[src/rtl/sumador_serie_n_bits.sv]
// ----------------------------------------------------------------------------
// sumador_completo_1_bit
//   One-bit full adder cell: {c_out, s} = x + y + c_in.
//   Ports:
//     x, y   : operand bits
//     c_in   : carry in
//     s      : sum bit
//     c_out  : carry out
//
// sumador_serie_n_bits
//   Bit-serial N-bit adder. Reuses a single full adder cell one bit per clock,
//   LSB first, with operand shift registers and a carry flip-flop.
//   The start edge is edge 0; bits 0..N-1 are computed on edges 1..N.
//   Ports:
//     clk    : system clock, rising edge
//     rst    : synchronous reset, active-high
//     start  : operation request, honoured only while busy is low
//     a, b   : N-bit operands, captured on the accepted start edge
//     c_in   : carry in, captured on the accepted start edge
//     busy   : high while an addition is in progress
//     done   : one-cycle pulse when s/c_out/ov are updated
//     s      : registered N-bit sum
//     c_out  : registered carry out of bit N-1
//     ov     : registered two's-complement overflow
// ----------------------------------------------------------------------------
module sumador_completo_1_bit (
    input  logic x,
    input  logic y,
    input  logic c_in,
    output logic s,
    output logic c_out
);

    logic w_p;

    assign w_p   = x ^ y;
    assign s     = w_p ^ c_in;
    assign c_out = (x & y) | (c_in & w_p);

endmodule

module sumador_serie_n_bits #(
    parameter int unsigned N = 8
) (
    input  logic         clk,
    input  logic         rst,
    input  logic         start,
    input  logic [N-1:0] a,
    input  logic [N-1:0] b,
    input  logic         c_in,
    output logic         busy,
    output logic         done,
    output logic [N-1:0] s,
    output logic         c_out,
    output logic         ov
);

    localparam int unsigned CntW = (N > 1) ? $clog2(N) : 1;

    typedef enum logic [0:0] {StReposo, StSumando} state_e;

    state_e            r_state;
    logic [N-1:0]      r_a_sr;
    logic [N-1:0]      r_b_sr;
    logic [N-1:0]      r_r_sr;
    logic              r_carry;
    logic              r_msb_cin;
    logic [CntW-1:0]   r_cnt;
    logic              r_busy;
    logic              r_done;
    logic [N-1:0]      r_s;
    logic              r_c_out;
    logic              r_ov;

    logic              w_s;
    logic              w_c_out;
    logic [N-1:0]      w_r_next;

    sumador_completo_1_bit u_fa (
        .x     (r_a_sr[0]),
        .y     (r_b_sr[0]),
        .c_in  (r_carry),
        .s     (w_s),
        .c_out (w_c_out)
    );

    // Result register with the current sum bit entering at the MSB.
    assign w_r_next = {w_s, r_r_sr[N-1:1]};

    always_ff @(posedge clk) begin
        if (rst) begin
            r_state   <= StReposo;
            r_a_sr    <= '0;
            r_b_sr    <= '0;
            r_r_sr    <= '0;
            r_carry   <= 1'b0;
            r_msb_cin <= 1'b0;
            r_cnt     <= '0;
            r_busy    <= 1'b0;
            r_done    <= 1'b0;
            r_s       <= '0;
            r_c_out   <= 1'b0;
            r_ov      <= 1'b0;
        end else begin
            r_done <= 1'b0;
            unique case (r_state)
                StReposo: begin
                    if (start) begin
                        r_a_sr  <= a;
                        r_b_sr  <= b;
                        r_carry <= c_in;
                        r_cnt   <= '0;
                        r_busy  <= 1'b1;
                        r_state <= StSumando;
                    end
                end
                StSumando: begin
                    r_a_sr  <= {1'b0, r_a_sr[N-1:1]};
                    r_b_sr  <= {1'b0, r_b_sr[N-1:1]};
                    r_r_sr  <= w_r_next;
                    r_carry <= w_c_out;
                    r_cnt   <= r_cnt + CntW'(1);
                    // Carry out of bit N-2 is the carry into the MSB.
                    if (r_cnt == CntW'(N - 2)) begin
                        r_msb_cin <= w_c_out;
                    end
                    if (r_cnt == CntW'(N - 1)) begin
                        r_s     <= w_r_next;
                        r_c_out <= w_c_out;
                        r_ov    <= r_msb_cin ^ w_c_out;
                        r_done  <= 1'b1;
                        r_busy  <= 1'b0;
                        r_state <= StReposo;
                    end
                end
                default: r_state <= StReposo;
            endcase
        end
    end

    assign busy  = r_busy;
    assign done  = r_done;
    assign s     = r_s;
    assign c_out = r_c_out;
    assign ov    = r_ov;

endmodule

[config.mk]
export PLATFORM = sky130hd
export DESIGN_NAME = sumador_serie_n_bits
export DESIGN_NICKNAME = d
export VERILOG_FILES = /design/src/rtl/sumador_serie_n_bits.sv
export SDC_FILE = /design/constraint.sdc
export NUM_CORES = 1
export LEC_CHECK = 0
export ABC_AREA = 1
export CORE_MARGIN = 2
export CORE_UTILIZATION = 51
export CTS_CLUSTER_DIAMETER = 100
export DETAILED_ROUTE_END_ITERATION = 8
export GPL_ROUTABILITY_DRIVEN = 0
export PLACE_DENSITY = 0.88
export SYNTH_ARGS = -nofsm -noshare
export SYNTH_HDL_FRONTEND = slang
export SYNTH_SLANG_ARGS = --single-unit
[constraint.sdc]
create_clock -name clk -period 2 [get_ports clk]
set_clock_uncertainty 0.1 [all_clocks]
set_input_delay 0.2 -clock clk [delete_from_list [all_inputs] [get_ports clk]]
set_output_delay 0.2 -clock clk [all_outputs]
set_load 0.05 [all_outputs]
**Word level (Yosys, flattened, before mapping)**

Cells that the tools add are included.

- Register bits: 42
- Input port bits: 20
- Output and inout bits: 12
- Word-level logic and storage cells: 43

- Add/subtract/negate cells: 1
- Equal/unequal tests: 4
- Mux-type cells: 15
- Bitwise gates (word level): 7
- Reduce and logical (&&, ||, !) cells: 4

Operators with widths:

| cell | number |
|---|---|
| 8-bit one-hot mux with 2 select lines | 2 |
| 8-bit 2-to-1 mux | 2 |
| 3-bit == test (second input constant) | 2 |
| 1-bit 2-to-1 mux | 6 |
| 1-bit one-hot mux with 2 select lines | 3 |
| 3-bit one-hot mux with 2 select lines | 1 |
| 2-bit AND reduction | 3 |
| 3-bit by 1-bit adder with 3-bit output (second input constant) | 1 |
| 3-bit 2-to-1 mux | 1 |
| 1-bit bitwise XOR | 3 |
| 1-bit AND | 2 |
| 2-bit by 1-bit != test with 1-bit output (second input constant) | 1 |
| 2-bit != test (second input constant) | 1 |
| 2-bit OR reduction | 1 |
| 1-bit NOT | 1 |
| 1-bit OR | 1 |

**Logic depth before layout (Yosys ltp)**

Gate-level depths: netlist (run 1).

- Depth in word-level cells: 4
- Mapped depth: 7

**By module**

From an unflattened synthesis (run 1), not the netlist that was laid out.

- Cells, all modules: 236
- Area total of the unflattened synthesis: 1720.4 um^2

Modules (own cells, without submodules):

| module | times used | cells an instance | area an instance (um^2) | seq. area each (um^2) |
|---|---|---|---|---|
| sumador_serie_n_bits | 1 | 235 | 1700.4 | 820.8 |
| sumador_completo_1_bit | 1 | 1 | 20.0 | 0.0 |

**Least setup slack after synthesis (run 1)**

Ideal clock, no wire load.

- Path type: register -> register
- Start point: reg r_cnt[0]
- End point: reg r_s[0] (netlist: s[0])
- Setup time: 0.074 ns
- Data arrival time: 1.233 ns
- Data required time: 1.826 ns
- Slack: 0.593 ns
- Stages on the path, launching flop included: 8
- Path buffers: 0
- Period minus slack after synthesis: 1.407 ns
- Path through: dfxtp_1 -> ha_1 -> ha_1 -> nand2_1 -> inv_2 -> nor2_1 -> nand2_1 -> o21ai_0

- Longest elaborated chain between the ends: 2

RTL lines:

| element | RTL line | text |
|---|---|---|
| start, declared | 68 | `logic [CntW-1:0] r_cnt;` |
| start signal, assigned | 122 | `r_cnt <= r_cnt + CntW'(1);` |
| 3-bit == test | 127 | `if (r_cnt == CntW'(N - 1)) begin` |
| 2-bit AND reduction (no line) | n/a |  |
| end signal, assigned | 128 | `r_s <= w_r_next;` |
| end, declared | 71 | `logic [N-1:0] r_s;` |

Every way passes these cells.
A chain may end at the register's enable or synchronous reset.

**Worst setup path in the final report (run 1)**

- Start point: reg r_c_out (netlist: c_out)
- End point: out c_out

RTL lines:

| element | RTL line | text |
|---|---|---|
| start, declared | 72 | `logic r_c_out;` |
| start signal, assigned | 129 | `r_c_out <= w_c_out;` |
| end, declared | 54 | `output logic c_out,` |

No word-level cell between the ends.

==> results.md, run 1 <==
* Sw Share at 0.239
* Least-Margin Pin Slew at 500 ps
* Chip Height at 62.3 microns
* Nets at 287
* Yosys reg bits at 41
* WP data arrival at 1510 ps
* Overall Global Routing Usage at 0.190
* Worst Setup End Kind: output pin
* Die area at 0.00389 sq mm
* Hold buffers post-CTS at 0
* P&R area growth vs syn at 22.6%
* Fin Hold WS at 288 ps
* Top cell type's share of synthesized area at 0.473
* Power Internal at 1.24 mW
* Crit-path cells: clkdlybuf4s50_1
* HPWL reported at the end of detailed placement at 2350 microns
* TritonCTS buffer count at 5
* Endpoints failing hold at 0
* Post-route antenna net violation count at 0
* H-Tree Level Count at 2
* Mapped Cells at 231
* Clock sinks at 41
* Hold Crit Class: in -> reg
* Power Density at 764 mW/mm^2
* I/O pin count at 32
* Maximum buffer depth of the clock tree at 2
* Net Sw Power at 0.389 mW
* Sequential share of power at 0.539
* 1st-pass router iterations at 5
* Post-DR wirelength/cell at 10.8 microns
* IO Port Bufs at 31
* Design area at 0.00213 sq mm
* Row count at 21
* Clk Latency, worst-skew pair at 350 ps
* Dpl cell area at 0.00204 sq mm
* CP Class: reg -> out
* Family with the most delay on the worst path: buffers and inverters
* Total gr overflow at 0
* # DRC at 0
* Crit-path max cell delay at 800 ps
* Slew Viols, Final at 0
* Maximum number of pins on one net before global-route repair at 26
* WP buf/inv at 1
* Root buffer cell: clkbuf_4
* Final period utilization at 0.906
* Vias at 1,503
* Max VDD drop at 661 uV
* Horiz. Die Dim at 62.3 microns
* Final worst slack at 189 ps
* Syn. warnings at 0
* Detailed-route vias per instance at 4.86
* Worst-path clk slew at 120 ps
* N_diodes at 0
* Post-synthesis sequential area ratio at 0.473
* Max capacitance violation total at 0
* Top post-synthesis cells by area: dfxtp_1, nand2_1, nand3_1, nor2_1, inv_1
* Critical Path RT at 1700 ps
* Clk pwr share at 0.347
* Synth cell types at 20
* Status: finished clean
* Setup bufs post-CTS at 0
* First-pass GRT wire length at 5840 microns
* Pre-CTS setup slack at 360 ps
* Comb pwr share at 0.114
* Synth Net Count at 256
* Number of global-route vias before repair at 1,352
* Resized cells post-CTS at 0
* Initial antenna violation count at 0
* Synth area leader: dfxtp_1
* Final Critical Period at 1810 ps
* Iter 0 DRT Violations at 100
* # fillers at 301
* Register area at 821 sq um
* Routed WL at 3340 microns
* Core box area at 0.00331 sq mm
* Worst Setup Start Kind: register
* Slowest cell on crit path: clkdlybuf4s50_1
* Pleak at 0.979 nW
* Max Clk Rate at 552 MHz
* Fin Setup TNS at 0 ps
* RSZ-0062 raised after global routing: no
* Synth Cell Area at 0.00174 sq mm
* Initial Utilization at 0.524
* # setup viols final at 0
* CTS tree: built
* Crit path max fanout at 2
* Mean Syn Cell Area at 7.51 sq um
* Multi-input logic area at 722 sq um
* Worst slew margin at 0.666
* Share of post-route cells with drive strength above 1 at 0.0646
==> cells by family (layout without fill, tap and decap cells) <==
kind of cell               Yosys count  count (layout)  synth area share
DFF                                 41              41             0.473
adders and majority gates            5               5            0.0404
AOI/OAI and AO/OA                   24              24            0.0707
buffers and inverters               36              68             0.111
xor gates and xnor gates             1               1           0.00505
and+or+nand+nor                    124             124             0.300
==> final cells by class <==
class,instances,share of cell area
clock inverters,1,0.0141
clock buffers,7,0.0259
multi-input cells,154,0.339
flip-flops and latches,41,0.386
repair buffers,37,0.167
well taps,46,0.0271
inverters,23,0.0406
==> worst min-delay path, delay by kind of cell <==
family	cells	cell delay, ps
buffers and inverters	1	390
and+or+nand+nor	1	60
AOI/OAI and AO/OA	1	50
==> stage by stage <==
step | utilization | power [mW] | std cells
2_1_floorplan | - | 1.02 | 231
5_1_grt | 0.642 | 1.69 | 309
3_5_place_dp | 0.617 | 1.08 | 301
4_1_cts | 0.642 | 1.63 | 309
6_report | 0.642 | 1.62 | 309
3_3_place_gp | 0.617 | 1.07 | 301
==> state kept, by name (all words and copies together), names as in the netlist <==
name / flops
r_a_sr: 8
r_b_sr: 8
s: 8
r_r_sr: 7
r_cnt: 3
busy: 1
c_out: 1
done: 1
ov: 1
r_carry: 1
r_msb_cin: 1
r_state: 1
==> cell usage after synthesis <==
library cell / instances
inv_1: 20
or2_1: 1
o21ai_0: 15
a211oi_1: 1
buf_2: 4
fa_1: 1
a21oi_1: 8
nand4_1: 1
nor2_4: 1
inv_2: 3
nor2_1: 22
buf_4: 2
clkbuf_1: 1
xnor2_1: 1
nor3_1: 1
ha_1: 4
buf_6: 6
dfxtp_1: 41
nand2_1: 65
nand3_1: 33
==> final timing paths <==
kind	start	to	slack (ps)	cells after the start
hold / removal	b[7]	r_b_sr[7]	290	3
setup / recovery	c_out	c_out	190	1
hold reg to reg	s[7]	s[7]	360	2
setup reg to reg	r_cnt[0]	s[1]	380	7
==> layout by cell type (no fill, tap or decap) <==
| cell | count |
|---|---|
| nand2_1 | 65 |
| bufinv_16 | 1 |
| xnor2_1 | 1 |
| clkbuf_4 | 5 |
| fa_1 | 1 |
| o21ai_0 | 15 |
| inv_2 | 3 |
| clkbuf_1 | 1 |
| clkdlybuf4s50_1 | 31 |
| clkbuf_8 | 1 |
| a211oi_1 | 1 |
| a21oi_1 | 8 |
| nor2_4 | 1 |
| dfxtp_1 | 41 |
| nand3_1 | 33 |
| buf_4 | 6 |
| nor2_1 | 22 |
| nand4_1 | 1 |
| nor3_1 | 1 |
| ha_1 | 4 |
| or2_1 | 1 |
| inv_1 | 20 |
==> power groups by stage <==
stage          sequential, mW  combinational [mW]  clock [mW]
3_3_place_gp            0.893               0.179           0
5_1_grt                 0.881               0.209       0.599
3_5_place_dp            0.894               0.185           0
2_1_floorplan           0.892               0.128           0
6_report                0.876               0.185       0.563
4_1_cts                 0.876               0.186       0.568
==> layer usage <==
layer / share of wire / global-route usage / vias up
met1: 0.46 / 0.233 / 679
met4: 0.012 / 0.0944 / 0
met3: 0.043 / 0.0380 / 5
li1: - / - / 787
met2: 0.49 / 0.318 / 32
met5: 0 / 0 / -
No activity file was read; power rests on OpenSTA's default activity.
==> run 2: changes to the inputs <==
--- a/config.mk
+++ b/config.mk
@@ -6,12 +6,13 @@
 export NUM_CORES = 1
 export LEC_CHECK = 0
 export ABC_AREA = 1
+export ABC_CLOCK_PERIOD_IN_PS = 2000
 export CORE_MARGIN = 2
 export CORE_UTILIZATION = 51
 export CTS_CLUSTER_DIAMETER = 100
 export DETAILED_ROUTE_END_ITERATION = 8
 export GPL_ROUTABILITY_DRIVEN = 0
-export PLACE_DENSITY = 0.88
+export PLACE_DENSITY = 0.81
 export SYNTH_ARGS = -nofsm -noshare
 export SYNTH_HDL_FRONTEND = slang
 export SYNTH_SLANG_ARGS = --single-unit
==> run 2 against run 1 <==
Die area did not move. Design area rose by 0.47%. Critical path depth did not move. Largest cell class unchanged.
==> results.md, run 2 (synthesized netlist as in run 1, its figures left out) <==
* N_diodes at 0 (unchanged)
* Power Density at 800 mW/mm^2 (was 764 mW/mm^2)
* # DRC at 0 (unchanged)
* Crit path max fanout at 2 (unchanged)
* Final period utilization at 0.904 (was 0.906)
* Sequential share of power at 0.514 (was 0.539)
* Crit-path cells: clkdlybuf4s50_1 (unchanged)
* Family with the most delay on the worst path: buffers and inverters (unchanged)
* Worst Setup End Kind: output pin (unchanged)
* TritonCTS buffer count at 5 (unchanged)
* CP Class: reg -> out (unchanged)
* Clk pwr share at 0.381 (was 0.347)
* Fin Setup TNS at 0 ps (unchanged)
* Least-Margin Pin Slew at 500 ps (about the same)
* Dpl cell area at 0.00203 sq mm (was 0.00204 sq mm)
* Max capacitance violation total at 0 (unchanged)
* Most common cell after layout, fill and taps aside: nand2_1 (unchanged)
* Design area at 0.00214 sq mm (was 0.00213 sq mm)
* Routed WL at 3410 microns (was 3340 microns)
* WP data arrival at 1510 ps (about the same)
* Max VDD drop at 421 uV (was 661 uV)
* Hold Crit Endpoint: r_b_sr[7] (unchanged)
* Min-delay src: b[7] (unchanged)
* Max Clk Rate at 553 MHz (was 552 MHz)
* Endpoints failing hold at 0 (unchanged)
* Slew Viols, Final at 0 (unchanged)
* IO Port Bufs at 31 (unchanged)
* Internal reg-to-reg setup slack at 370 ps (was 380 ps)
* RSZ-0062 raised after global routing: no (unchanged)
* Clock sinks at 41 (unchanged)
* Pleak at 0.984 nW (was 0.979 nW)
* 1st-pass router iterations at 4 (was 5)
* Comb pwr share at 0.105 (was 0.114)
* Nets at 286 (was 287)
* Worst Setup Start Kind: register (unchanged)
* Worst-path clk slew at 120 ps (about the same)
* H-Tree Level Count at 2 (unchanged)
* R2R depth at 7 (unchanged)
* First-pass GRT wire length at 5980 microns (was 5840 microns)
* RR Startpoint: r_cnt[0] (unchanged)
* P&R area growth vs syn at 23.1% (was 22.6%)
* Met3 WL at 161 microns (was 144 microns)
* Chip Height at 62.3 microns (unchanged)
* Final Critical Period at 1810 ps (about the same)
* Fin Hold WS at 299 ps (was 288 ps)
* Die area at 0.00389 sq mm (unchanged)
* Number of global-route vias before repair at 1,407 (was 1,352)
* Overall Global Routing Usage at 0.195 (was 0.190)
* Multi-input logic area at 722 sq um (unchanged)
* Initial antenna violation count at 0 (unchanged)
* Total gr overflow at 0 (unchanged)
* Slowest cell on crit path: clkdlybuf4s50_1 (unchanged)
* I/O pin count at 32 (unchanged)
* Horiz. Die Dim at 62.3 microns (unchanged)
* Clk Latency, worst-skew pair at 340 ps (was 350 ps)
* Row count at 21 (unchanged)
* Maximum number of pins on one net before global-route repair at 26 (unchanged)
* Post-DR wirelength/cell at 11.1 microns (was 10.8 microns)
* Met2 routed WL at 1770 microns (was 1630 microns)
* Most frequent cells in the layout: nand2_1, dfxtp_1, nand3_1 (unchanged)
* Worst slew margin at 0.665 (was 0.666)
* Met1 WL at 1460 microns (was 1520 microns)
* Hold buffers post-CTS at 0 (unchanged)
* Hold Path Depth at 3 (unchanged)
* Maximum buffer depth of the clock tree at 2 (unchanged)
* Register area at 821 sq um (unchanged)
* Top sig layer: met4 (unchanged)
* Post-route antenna net violation count at 0 (unchanged)
* Iter 0 DRT Violations at 78 (was 100)
* Final core utilization at 0.646 (was 0.642)
* Hold Crit Class: in -> reg (unchanged)
* Sw Share at 0.227 (was 0.239)
* # setup viols final at 0 (unchanged)
* Net Sw Power at 0.388 mW (was 0.389 mW)
* Power Internal at 1.32 mW (was 1.24 mW)
* Reg2reg end: s[3] (was s[1])
* Core box area at 0.00331 sq mm (unchanged)
* Critical Path RT at 1700 ps (about the same)
* Root buffer cell: clkbuf_4 (unchanged)
* Setup bufs post-CTS at 0 (unchanged)
* Initial Utilization at 0.524 (unchanged)
* # fillers at 321 (was 301)
* WP buf/inv at 1 (unchanged)
* CTS tree: built (unchanged)
* HPWL reported at the end of detailed placement at 2320 microns (was 2350 microns)
* Crit-path max cell delay at 810 ps (was 800 ps)
* Share of post-route cells with drive strength above 1 at 0.0649 (was 0.0646)
* Vias at 1,515 (was 1,503)
* Detailed-route vias per instance at 4.92 (was 4.86)
* Status: finished clean (unchanged)
* Resized cells post-CTS at 0 (unchanged)
==> run 2: cell count changes in the layout (fill, tap and decap cells not counted), sizes merged <==
cell and delta:
bufinv +1, clkinv +1, buf -1, clkbuf -2
==> run 2: layout make-up <==
cell class | instances | share of cell area
inverters | 23 | 0.0404
repair buffers | 36 | 0.163
multi-input cells | 154 | 0.338
flip-flops and latches | 41 | 0.384
clock inverters | 3 | 0.0304
well taps | 46 | 0.0269
clock buffers | 5 | 0.0176
==> run 2: stage by stage <==
| step | std cells | setup slack, ps | power, mW |
|---|---|---|---|
| floorplan | 231 | 593 | 1.02 |
| global placement | 300 | 392 | 1.07 |
| detailed placement | 300 | 359 | 1.07 |
| CTS | 308 | 172 | 1.72 |
| global route | 308 | 116 | 1.80 |
| finish | 308 | 192 | 1.71 |
==> run 2: worst max path at each step <==
stage	startpoint	to	slack [ps]	cells after the start
global placement	start	r_a_sr[5]	390	6
finish	s[1]	s[1]	190	1
global route	s[6]	s[6]	120	1
CTS	s[1]	s[1]	170	1
floorplan	r_cnt[0]	s[0]	590	7
detailed placement	start	r_a_sr[3]	360	6
==> run 2: worst reg2reg max path: cells and delay by family, from the launching register on <==
kind	cells	cell delay, ps
AO/OA/AOI/OAI	1	80
adder cells (fa/ha/maj)	2	400
buffers and inverters	1	120
flip-flops	1	340
AND/OR/NAND/NOR	3	540
==> run 2: per-layer routing <==
layer  up-vias  GRT usage
met4         0     0.0667
met2        36      0.349
li1        793          -
met3         2     0.0598
met1       684      0.219
met5         -          0
==> run 2: power groups by stage <==
stage               Sequential [mW]  Combinational, mW  Clock, mW
global placement              0.895              0.175          0
floorplan                     0.892              0.128          0
global route                  0.884              0.205      0.706
finish                        0.879              0.180      0.652
detailed placement            0.896              0.179          0
CTS                           0.879              0.181      0.664
==> run 3: changes to the inputs <==
--- a/config.mk
+++ b/config.mk
@@ -5,14 +5,14 @@
 export SDC_FILE = /design/constraint.sdc
 export NUM_CORES = 1
 export LEC_CHECK = 0
-export ABC_AREA = 1
+export ABC_AREA = 0
 export ABC_CLOCK_PERIOD_IN_PS = 2000
 export CORE_MARGIN = 2
-export CORE_UTILIZATION = 51
+export CORE_UTILIZATION = 52
 export CTS_CLUSTER_DIAMETER = 100
 export DETAILED_ROUTE_END_ITERATION = 8
 export GPL_ROUTABILITY_DRIVEN = 0
-export PLACE_DENSITY = 0.81
+export PLACE_DENSITY = 0.82
 export SYNTH_ARGS = -nofsm -noshare
 export SYNTH_HDL_FRONTEND = slang
 export SYNTH_SLANG_ARGS = --single-unit
==> run 3 against run 2 <==
Global-route usage is 0.30 points higher. Hold slack better by 78 ps. Critical path depth stayed put. Non-clock buffer count is 3 higher. Maximum frequency is 2.2% lower. Setup slack worse by 41 ps. Critical path type unchanged.
==> results.md, run 3 <==
* Core box area at 0.00339 sq mm (was 0.00331 sq mm)
* Total gr overflow at 0 (unchanged)
* I/O pin count at 32 (unchanged)
* Share of post-route cells with drive strength above 1 at 0.178 (was 0.0649)
* CP Class: reg -> out (unchanged)
* Max VDD drop at 426 uV (was 421 uV)
* Synth Cell Area at 0.00186 sq mm (was 0.00174 sq mm)
* Worst Setup End Kind: output pin (unchanged)
* Critical path depth at 1 (unchanged)
* Setup bufs post-CTS at 0 (unchanged)
* Clock sinks at 41 (unchanged)
* Design area at 0.00228 sq mm (was 0.00214 sq mm)
* Multi-input logic area at 932 sq um (was 722 sq um)
* Final core utilization at 0.674 (was 0.646)
* Internal reg-to-reg setup slack at 390 ps (was 370 ps)
* Nets at 232 (was 286)
* Overall Global Routing Usage at 0.198 (was 0.195)
* Initial antenna violation count at 0 (unchanged)
* Slew Viols, Final at 0 (unchanged)
* Final worst slack at 151 ps (was 192 ps)
* Crit-path cells: clkdlybuf4s50_1 (unchanged)
* Yosys reg bits at 41 (unchanged)
* Maximum number of pins on one net before global-route repair at 23 (was 26)
* Top-count cell post-synth: dfxtp_1 (was nand2_1)
* N_diodes at 0 (unchanged)
* First-pass GRT wire length at 6190 microns (was 5980 microns)
* Pre-CTS setup slack at 418 ps (was 359 ps)
* Max capacitance violation total at 0 (unchanged)
* Top_reg_cell synth: dfxtp_1 (unchanged)
* Crit-path max cell delay at 820 ps (was 810 ps)
* Row count at 21 (unchanged)
* Most common cell after layout, fill and taps aside: dfxtp_1 (was nand2_1)
* Most frequent cells in the layout: dfxtp_1, clkdlybuf4s50_1, mux2i_1 (was nand2_1, dfxtp_1, nand3_1)
* Worst-path clk slew at 110 ps (was 120 ps)
* RSZ-0062 raised after global routing: no (unchanged)
* Synth area leader: dfxtp_1 (unchanged)
* Inst Count DP at 246 (was 300)
* Crit path max fanout at 3 (was 2)
* Post-route antenna net violation count at 0 (unchanged)
* CP Launch Point: busy (was s[1])
* Endpoints failing hold at 0 (unchanged)
* Final cell count without fillers at 254 (was 308)
* P&R area growth vs syn at 22.7% (was 23.1%)
* Max Clk Rate at 541 MHz (was 553 MHz)
* Dpl cell area at 0.00221 sq mm (was 0.00203 sq mm)
* Crit path capture: busy (was s[1])
* Critical Path RT at 1700 ps (about the same)
* Detailed-route vias per instance at 5.38 (was 4.92)
* Register area at 821 sq um (unchanged)
* Horiz. Die Dim at 63.8 microns (was 62.3 microns)
* Final period utilization at 0.925 (was 0.904)
* Top post-synthesis cells by area: dfxtp_1, mux2i_1, a211oi_2, nor2b_1, a21bo_2 (was dfxtp_1, nand2_1, nand3_1, nor2_1, inv_1)
* Fin Setup TNS at 0 ps (unchanged)
* # DRC at 0 (unchanged)
* Post-synth top cells: dfxtp_1, mux2i_1, nor2b_1 (was nand2_1, dfxtp_1, nand3_1)
* Status: finished clean (unchanged)
* Final Critical Period at 1850 ps (was 1810 ps)
* Synth Net Count at 202 (was 256)
* Post-DR wirelength/cell at 14.3 microns (was 11.1 microns)
* Post-synthesis sequential area ratio at 0.441 (was 0.473)
* CTS tree: built (unchanged)
* R2R depth at 2 (was 7)
* Initial Utilization at 0.549 (was 0.524)
* Iter 0 DRT Violations at 29 (was 78)
* TritonCTS buffer count at 5 (unchanged)
* Pleak at 0.893 nW (was 0.984 nW)
* Reg2reg end: r_a_sr[3] (was s[3])
* Worst slew margin at 0.539 (was 0.665)
* Clk Latency, worst-skew pair at 350 ps (was 340 ps)
* Resized cells post-CTS at 0 (unchanged)
* Vias at 1,366 (was 1,515)
* Die area at 0.00407 sq mm (was 0.00389 sq mm)
* Mapped Cells at 177 (was 231)
* # setup viols final at 0 (unchanged)
* Maximum buffer depth of the clock tree at 2 (unchanged)
* Hold Crit Class: in -> reg (unchanged)
* Top cell type's share of synthesized area at 0.441 (was 0.473)
* WP data arrival at 1550 ps (was 1510 ps)
* Synth cell types at 26 (was 20)
* IO Port Bufs at 31 (unchanged)
* Chip Height at 63.8 microns (was 62.3 microns)
* H-Tree Level Count at 2 (unchanged)
* Hold buffers post-CTS at 0 (unchanged)
* 1st-pass router iterations at 4 (unchanged)
* Worst Setup Start Kind: register (unchanged)
* Synth async-reset ratio at 0 (unchanged)
* Family with the most delay on the worst path: buffers and inverters (unchanged)
* Mean Syn Cell Area at 10.5 sq um (was 7.51 sq um)
* WP buf/inv at 1 (unchanged)
* Slowest cell on crit path: clkdlybuf4s50_1 (unchanged)
* # fillers at 252 (was 321)
* Root buffer cell: clkbuf_4 (unchanged)
* Routed WL at 3640 microns (was 3410 microns)
* Least-Margin Pin Slew at 690 ps (was 500 ps)
* EDFF count, synth at 0 (unchanged)
* Number of global-route vias before repair at 1,396 (was 1,407)
* Power Density at 685 mW/mm^2 (was 800 mW/mm^2)
* Syn. warnings at 0 (unchanged)
* RR Startpoint: r_state (was r_cnt[0])
* HPWL reported at the end of detailed placement at 2600 microns (was 2320 microns)
-- run 3: changes by cell type in the layout (fill, tap and decap cells not counted), moves of 9 or more --
cell      previous run  this run
nand2_1             65         2
mux2i_1              0        25
nand3_1             33        10
inv_1               20         1
nor2b_1              0        15
o21ai_0             15         0
nor2_1              22         9
a211oi_2             0        10
a21bo_2              0         9
-- run 3: kinds of logic after synthesis --
kind of cell	share of synthesized area
adders and majority gates	0.0377
muxes	0.134
and+or+nand+nor	0.136
xor gates and xnor gates	0.00471
DFF	0.441
buffers and inverters	0.0578
AOI/OAI and AO/OA	0.188
-- run 3: worst min-delay path by stage --
stage | from | to | slack, ps | cells past startpoint
CTS | a[7] | r_a_sr[7] | 370 | 3
finish | a[7] | r_a_sr[7] | 380 | 3
global route | b[7] | r_b_sr[7] | 390 | 3
detailed placement | r_r_sr[1] | s[0] | 390 | 2
floorplan | start | r_cnt[1] | 280 | 2
global placement | r_r_sr[1] | s[0] | 370 | 2
-- run 3: final cells by class --
type	count	area share
Multi-Input combinational cell	118	0.408
Timing Repair Buffer	39	0.173
Inverter	2	0.00329
Clock buffer	7	0.0285
Tap cell	46	0.0252
Clock inverter	1	0.00219
Sequential cell	41	0.359
-- run 3: power by group --
| group | leakage [nW] | total, mW | internal, mW | switching, mW |
|---|---|---|---|---|
| logic | 0.516 | 0.218 | 0.116 | 0.102 |
| registers | 0.335 | 0.885 | 0.854 | 0.0313 |
| clock network | 0.0413 | 0.462 | 0.204 | 0.258 |
-- run 3: layer usage --
metal	vias to the layer above	wire length, microns	GRT usage
met2	32	1880	0.339
met4	0	78	0.0897
met3	9	158	0.0458
met5	-	0	0
li1	679	-	-
met1	646	1530	0.234
-- run 3: stage by stage --
stage,power [mW],hold slack (ps)
2_1_floorplan,1.05,282
3_3_place_gp,1.11,373
3_5_place_dp,1.12,389
4_1_cts,1.58,371
5_1_grt,1.63,395
6_report,1.57,376
